==> config.mk <==
export PLATFORM = sky130hd
export DESIGN_NAME = ysyx_lsu
export DESIGN_NICKNAME = d
export VERILOG_FILES = /design/src/rtl/ysyx_lsu_pkg.sv /design/src/rtl/ysyx_lsu_align.sv /design/src/rtl/ysyx_lsu.sv
export SDC_FILE = /design/constraint.sdc
export NUM_CORES = 1
export LEC_CHECK = 0
export CAP_MARGIN = 25
export CORE_MARGIN = 1.5
export CORE_UTILIZATION = 43
export CTS_CLUSTER_SIZE = 24
export DETAILED_ROUTE_END_ITERATION = 10
export HOLD_SLACK_MARGIN = 0.08
export PLACE_DENSITY = 0.81
export SLEW_MARGIN = 40
export SYNTH_ARGS = -nofsm -noshare
export SYNTH_HDL_FRONTEND = slang
export SYNTH_SLANG_ARGS = --single-unit
==> constraint.sdc <==
create_clock -name clock -period 2.24 [get_ports clock]
set_clock_uncertainty 0.05 [all_clocks]
set_input_delay 0.224 -clock clock [delete_from_list [all_inputs] [get_ports clock]]
set_output_delay 0.224 -clock clock [all_outputs]
set_load 0.01 [all_outputs]
==> src/rtl/ysyx_lsu_pkg.sv <==
//------------------------------------------------------------------------------
// Module : ysyx_lsu_pkg
// Brief  : Shared load/store type codes and LSU state encoding.
// Rev    : 1.0
//------------------------------------------------------------------------------
`default_nettype none

package ysyx_lsu_pkg;

    localparam logic [4:0] ALU_LB   = 5'd1;
    localparam logic [4:0] ALU_LH   = 5'd2;
    localparam logic [4:0] ALU_LW   = 5'd3;
    localparam logic [4:0] ALU_LBU  = 5'd4;
    localparam logic [4:0] ALU_LHU  = 5'd5;

    localparam logic [4:0] WSTRB_SB = 5'd1;
    localparam logic [4:0] WSTRB_SH = 5'd2;
    localparam logic [4:0] WSTRB_SW = 5'd3;

    typedef enum logic [2:0] {
        S_IDLE  = 3'd0,
        S_REQ   = 3'd1,
        S_WAIT  = 3'd2,
        S_DRAIN = 3'd3,
        S_DONE  = 3'd4
    } lsu_state_e;

endpackage

`default_nettype wire

==> src/rtl/ysyx_lsu_align.sv <==
//------------------------------------------------------------------------------
// Module : ysyx_lsu_align
// Brief  : Misalignment check, store lane/strobe generation, load extract/extend.
// Rev    : 1.0
//------------------------------------------------------------------------------
`default_nettype none

module ysyx_lsu_align
    import ysyx_lsu_pkg::*;
#(
    parameter int XLEN = 32
) (
    input  logic            req_store,
    input  logic [4:0]      req_alu,
    input  logic [1:0]      req_addr_lo,
    input  logic [XLEN-1:0] req_wdata,
    output logic            req_misalign,
    output logic [3:0]      st_wstrb,
    output logic [XLEN-1:0] st_wdata,
    input  logic [4:0]      ld_alu,
    input  logic [1:0]      ld_addr_lo,
    input  logic [XLEN-1:0] ld_rdata,
    output logic [XLEN-1:0] ld_data
);

    logic [7:0]  ld_byte;
    logic [15:0] ld_half;

    always_comb begin
        req_misalign = 1'b0;
        if (req_store) begin
            if (req_alu == WSTRB_SH) req_misalign = req_addr_lo[0];
            if (req_alu == WSTRB_SW) req_misalign = |req_addr_lo;
        end else begin
            if (req_alu == ALU_LH || req_alu == ALU_LHU) req_misalign = req_addr_lo[0];
            if (req_alu == ALU_LW) req_misalign = |req_addr_lo;
        end
    end

    always_comb begin
        st_wstrb = 4'b1111;
        st_wdata = req_wdata;
        case (req_alu)
            WSTRB_SB: begin
                st_wstrb = 4'b0001 << req_addr_lo;
                st_wdata = {4{req_wdata[7:0]}};
            end
            WSTRB_SH: begin
                st_wstrb = req_addr_lo[1] ? 4'b1100 : 4'b0011;
                st_wdata = {2{req_wdata[15:0]}};
            end
            default: ;
        endcase
    end

    always_comb begin
        case (ld_addr_lo)
            2'd0:    ld_byte = ld_rdata[7:0];
            2'd1:    ld_byte = ld_rdata[15:8];
            2'd2:    ld_byte = ld_rdata[23:16];
            default: ld_byte = ld_rdata[31:24];
        endcase
        ld_half = ld_addr_lo[1] ? ld_rdata[31:16] : ld_rdata[15:0];
        case (ld_alu)
            ALU_LB:  ld_data = {{(XLEN-8){ld_byte[7]}}, ld_byte};
            ALU_LBU: ld_data = {{(XLEN-8){1'b0}}, ld_byte};
            ALU_LH:  ld_data = {{(XLEN-16){ld_half[15]}}, ld_half};
            ALU_LHU: ld_data = {{(XLEN-16){1'b0}}, ld_half};
            default: ld_data = ld_rdata;
        endcase
    end

endmodule

`default_nettype wire

==> src/rtl/ysyx_lsu.sv <==
//------------------------------------------------------------------------------
// Module : ysyx_lsu
// Brief  : Single-outstanding load/store unit bridging the EXU to a simple bus.
// Rev    : 1.0
//------------------------------------------------------------------------------
`default_nettype none

module ysyx_lsu
    import ysyx_lsu_pkg::*;
#(
    parameter int XLEN = 32
) (
    input  logic            clock,
    input  logic            reset,
    input  logic            flush_pipeline,
    input  logic            in_ren,
    input  logic [XLEN-1:0] in_raddr,
    input  logic [4:0]      in_ralu,
    input  logic            in_wen,
    input  logic [XLEN-1:0] in_waddr,
    input  logic [4:0]      in_walu,
    input  logic [XLEN-1:0] in_wdata,
    output logic [XLEN-1:0] out_rdata,
    output logic            out_rvalid,
    output logic            out_wready,
    output logic            out_misalign,
    output logic            mem_valid,
    input  logic            mem_ready,
    output logic            mem_we,
    output logic [XLEN-1:0] mem_addr,
    output logic [3:0]      mem_wstrb,
    output logic [XLEN-1:0] mem_wdata,
    input  logic            mem_rvalid,
    input  logic [XLEN-1:0] mem_rdata
);

    lsu_state_e      state_q, state_d;
    logic            we_q, we_d;
    logic [4:0]      alu_q, alu_d;
    logic [XLEN-1:0] addr_q, addr_d;
    logic [XLEN-1:0] wdata_q, wdata_d;
    logic [3:0]      wstrb_q, wstrb_d;
    logic [XLEN-1:0] rdata_q, rdata_d;
    logic            rvalid_q, rvalid_d;
    logic            wready_q, wready_d;
    logic            misalign_q, misalign_d;

    logic [4:0]      req_alu;
    logic [XLEN-1:0] req_addr;
    logic            req_misalign;
    logic [3:0]      st_wstrb;
    logic [XLEN-1:0] st_wdata;
    logic [XLEN-1:0] ld_data;

    // Stores take priority when both requests are presented together.
    assign req_alu  = in_wen ? in_walu  : in_ralu;
    assign req_addr = in_wen ? in_waddr : in_raddr;

    ysyx_lsu_align #(.XLEN(XLEN)) u_align (
        .req_store    (in_wen),
        .req_alu      (req_alu),
        .req_addr_lo  (req_addr[1:0]),
        .req_wdata    (in_wdata),
        .req_misalign (req_misalign),
        .st_wstrb     (st_wstrb),
        .st_wdata     (st_wdata),
        .ld_alu       (alu_q),
        .ld_addr_lo   (addr_q[1:0]),
        .ld_rdata     (mem_rdata),
        .ld_data      (ld_data)
    );

    always_comb begin
        state_d    = state_q;
        we_d       = we_q;
        alu_d      = alu_q;
        addr_d     = addr_q;
        wdata_d    = wdata_q;
        wstrb_d    = wstrb_q;
        rdata_d    = rdata_q;
        rvalid_d   = 1'b0;
        wready_d   = 1'b0;
        misalign_d = 1'b0;
        case (state_q)
            S_IDLE: begin
                if (!flush_pipeline && (in_wen || in_ren)) begin
                    we_d    = in_wen;
                    alu_d   = req_alu;
                    addr_d  = req_addr;
                    wdata_d = st_wdata;
                    wstrb_d = in_wen ? st_wstrb : 4'b0000;
                    if (req_misalign) begin
                        state_d    = S_DONE;
                        misalign_d = 1'b1;
                        wready_d   = in_wen;
                        rvalid_d   = !in_wen;
                        if (!in_wen) rdata_d = '0;
                    end else begin
                        state_d = S_REQ;
                    end
                end
            end
            S_REQ: begin
                // Once accepted, a squashed load still owes a response to swallow.
                if (mem_ready)
                    state_d = (flush_pipeline && !we_q) ? S_DRAIN : S_WAIT;
                else if (flush_pipeline && !we_q)
                    state_d = S_IDLE;
            end
            S_WAIT: begin
                if (flush_pipeline && !we_q) begin
                    state_d = mem_rvalid ? S_IDLE : S_DRAIN;
                end else if (mem_rvalid) begin
                    state_d = S_DONE;
                    if (we_q) begin
                        wready_d = 1'b1;
                    end else begin
                        rvalid_d = 1'b1;
                        rdata_d  = ld_data;
                    end
                end
            end
            S_DRAIN: begin
                if (mem_rvalid) state_d = S_IDLE;
            end
            S_DONE:  state_d = S_IDLE;
            default: state_d = S_IDLE;
        endcase
    end

    always_ff @(posedge clock) begin
        if (reset) begin
            state_q    <= S_IDLE;
            we_q       <= 1'b0;
            alu_q      <= '0;
            addr_q     <= '0;
            wdata_q    <= '0;
            wstrb_q    <= '0;
            rdata_q    <= '0;
            rvalid_q   <= 1'b0;
            wready_q   <= 1'b0;
            misalign_q <= 1'b0;
        end else begin
            state_q    <= state_d;
            we_q       <= we_d;
            alu_q      <= alu_d;
            addr_q     <= addr_d;
            wdata_q    <= wdata_d;
            wstrb_q    <= wstrb_d;
            rdata_q    <= rdata_d;
            rvalid_q   <= rvalid_d;
            wready_q   <= wready_d;
            misalign_q <= misalign_d;
        end
    end

    assign mem_valid    = (state_q == S_REQ);
    assign mem_we       = mem_valid && we_q;
    assign mem_addr     = {addr_q[XLEN-1:2], 2'b00};
    assign mem_wstrb    = mem_valid ? wstrb_q : 4'b0000;
    assign mem_wdata    = wdata_q;
    assign out_rdata    = rdata_q;
    assign out_rvalid   = rvalid_q;
    assign out_wready   = wready_q;
    assign out_misalign = misalign_q;

endmodule

`default_nettype wire

==> metrics.txt <==
status finished, final reports clean; Starting Density 0.440; FFs w/ async S/R, synth 0; Critical Path, Cell by Cell nor3b_4 -> and2_1 -> clkdlybuf4s50_1; Fmax 0.474 GHz; final hold violation count 0; area leader, netlist dfxtp_1; DR DRC count 0; Worst Path Max Fanout 10; CTS clk-pin slew, worst paths 0.07 ns; GP Congestion 0.855; Synth Instances 650; 1st-pass router iterations 6; Post-CTS Hold Buffers 0; root buf cell clkbuf_16; post-route minimum period 2.11 ns; routed vias/inst around 5.5; io pins 250; library cells used by synthesis 55; number of DRC markers in iteration 0 a little over 500; crit-path max cell delay 0.53 ns; CP Data Arrival Time 1.84 ns; Final #Nets 998; slowest cell on the critical path clkdlybuf4s50_1; final core occ 0.648; WL/cell 17.7 µm; Peak VDD IR ~0.41 mV; Detailed Place HPWL 13.7 mm; vias in the first global route 5663; clk sinks ~110; Non-Filler Instances between 1000 and 1500; placed cell count roughly 1000; htree depth 3; core area 13200 µm²; PD cells approximately 680 nW/µm²; count leader, synth dfxtp_1; Synth area leaders dfxtp_1 39%, mux2i_1 13%, a211oi_1 6.7%; min-delay worst type in2reg; Die Area around 14000 µm²; Worst Setup End Kind primary output; initial antenna violation count 0; Max-Cap Viols 0; max_slew headroom 0.444; CP Data Required Time a little under 2 ns; RSZ-0062 raised after global routing false; CTS buffer count 9; cell area after synthesis 5820 µm²; share of cells above drive strength 1 0.0736; Worst Path Class, Setup reg2out; Antenna Nets Post-Route 0; register area share after synthesis 0.385; Slew Limit Fails 0; CP top delay family buffers and inverters; register bit total from synthesis 112; post-synth top area share 0.385; FP Rows 42; Area growth, synth to finish 47.3%; hold path depth 3; Post-Place Setup Slack -0.153 ns; Ant. Diodes 0; Total Wirelength 18.3 mm; die width 119 µm; Final WS setup 0.130 ns; Mapped Avg Cell Area 8.96 µm²; first-pass GRT wire length 28.4 mm; clk buf depth 2; global route total overflow 0; yosys warns 0; CTS tree yes; Worst path depth 3; final period utilization 0.942; LEAKAGE about 0.0031 µW; Die Ht 119 µm; Bufs and invs on worst path 1; largest net degree at the start of global routing 108; slew at the pin closest to its max-slew limit 0.834 ns; startpoint types flip-flop; Tot GR Track Use 0.249; R2R setup slack roughly 0.18 ns; top_reg_cell synth dfxtp_1; Clk Latency, worst-skew pair 0.34 ns; Final Setup Violations 0; vias 5686; Port Buf Inserts about 250; Post-synth EDFFs 0; top cells by count, synth 112 x dfxtp_1, 79 x nor2_1, 74 x mux2i_1; worst r2r path cells 5
==> layout by cell type (no fill, tap or decap), types with 3 or more instances in the layout <==
cell type and instances:
a211oi_1 52, a21oi_1 27, a21oi_2 3, a221o_1 8
a222oi_1 8, a311oi_1 8, and2_1 8, buf_12 3
buf_4 26, clkbuf_16 9, clkdlybuf4s50_1 245, dfxtp_1 112
inv_1 11, mux2i_1 74, nand2_1 41, nand2b_1 26
nor2_1 76, nor2b_1 10, nor3_1 10, nor3b_1 3
o21ai_0 23, o21bai_1 4, o221ai_1 9, o32ai_1 8
==> worst reg2reg max path: cells and delay by family, from the launching register on <==
| kind | cells | cell delay, ns |
|---|---|---|
| compound gates | 4 | 1.23 |
| flops | 1 | 0.43 |
| simple gates | 1 | 0.21 |
==> where the power goes <==
group	leakage [µW]	internal, µW	switching (µW)
Combinational	0.00207	924	867
Sequential	0.000917	2190	139
Clock	0.000154	995	700
==> routing by layer <==
layer | vias to the layer above | part of all wire | global-route usage
li1 | 2733 | - | -
met1 | 2646 | 0.38 | 0.287
met2 | 271 | 0.50 | 0.437
met3 | 36 | 0.099 | 0.0738
met4 | 0 | 0.023 | 0.0885
met5 | - | 0 | 0
==> stage by stage <==
step           power, µW  setup TNS [ns]  cell area (µm²)  hold slack (ns)
2_1_floorplan       3390               0             5830            0.310
3_3_place_gp        4090           -6.74             8240            0.392
3_5_place_dp        4140           -3.30             8250            0.403
4_1_cts             5840               0             8570            0.136
5_1_grt             6110               0             8580            0.160
6_report            5810               0             8580            0.143
==> logic make-up after synthesis <==
family | Yosys count | synth area share
AND/OR/NAND/NOR | 192 | 0.162
multiplexers | 78 | 0.139
XOR/XNOR | 1 | 0.00150
other | 1 | 0.000644
flip-flops | 112 | 0.385
buffers and inverters | 96 | 0.0986
AO/OA/AOI/OAI | 170 | 0.214
==> state kept, by name, summed over array words and instances, names as in the netlist <==
register / flops
state_q: 3
out_misalign: 1
wstrb_q: 4
we_q: 1
alu_q: 5
out_rdata: 32
out_wready: 1
mem_wdata: 32
addr_q: 32
out_rvalid: 1
==> repair_timing <==
item	4_1_cts	5_1_grt
resized for setup	1	2
endpoints found under the setup margin	5	10
gates cloned	0	0
setup buffers	0	0
==> layout make-up <==
cell class	instances	area (µm²)
fillers	1122	4670
clock buffers	10	239
multi-input cells	443	3040
repair buffers	276	2720
flip-flops and latches	112	2240
inverters	11	41.3
well taps	176	220
clock inverters	4	70.1
==> final timing paths <==
path	start	endpoint
max reg2reg	alu_q[1]	out_rdata[4]
max	state_q[0]	mem_wstrb[2]
min reg2reg	mem_wdata[6]	mem_wdata[6]
min	reset	state_q[1]
Power figures use the tool's default switching activity.
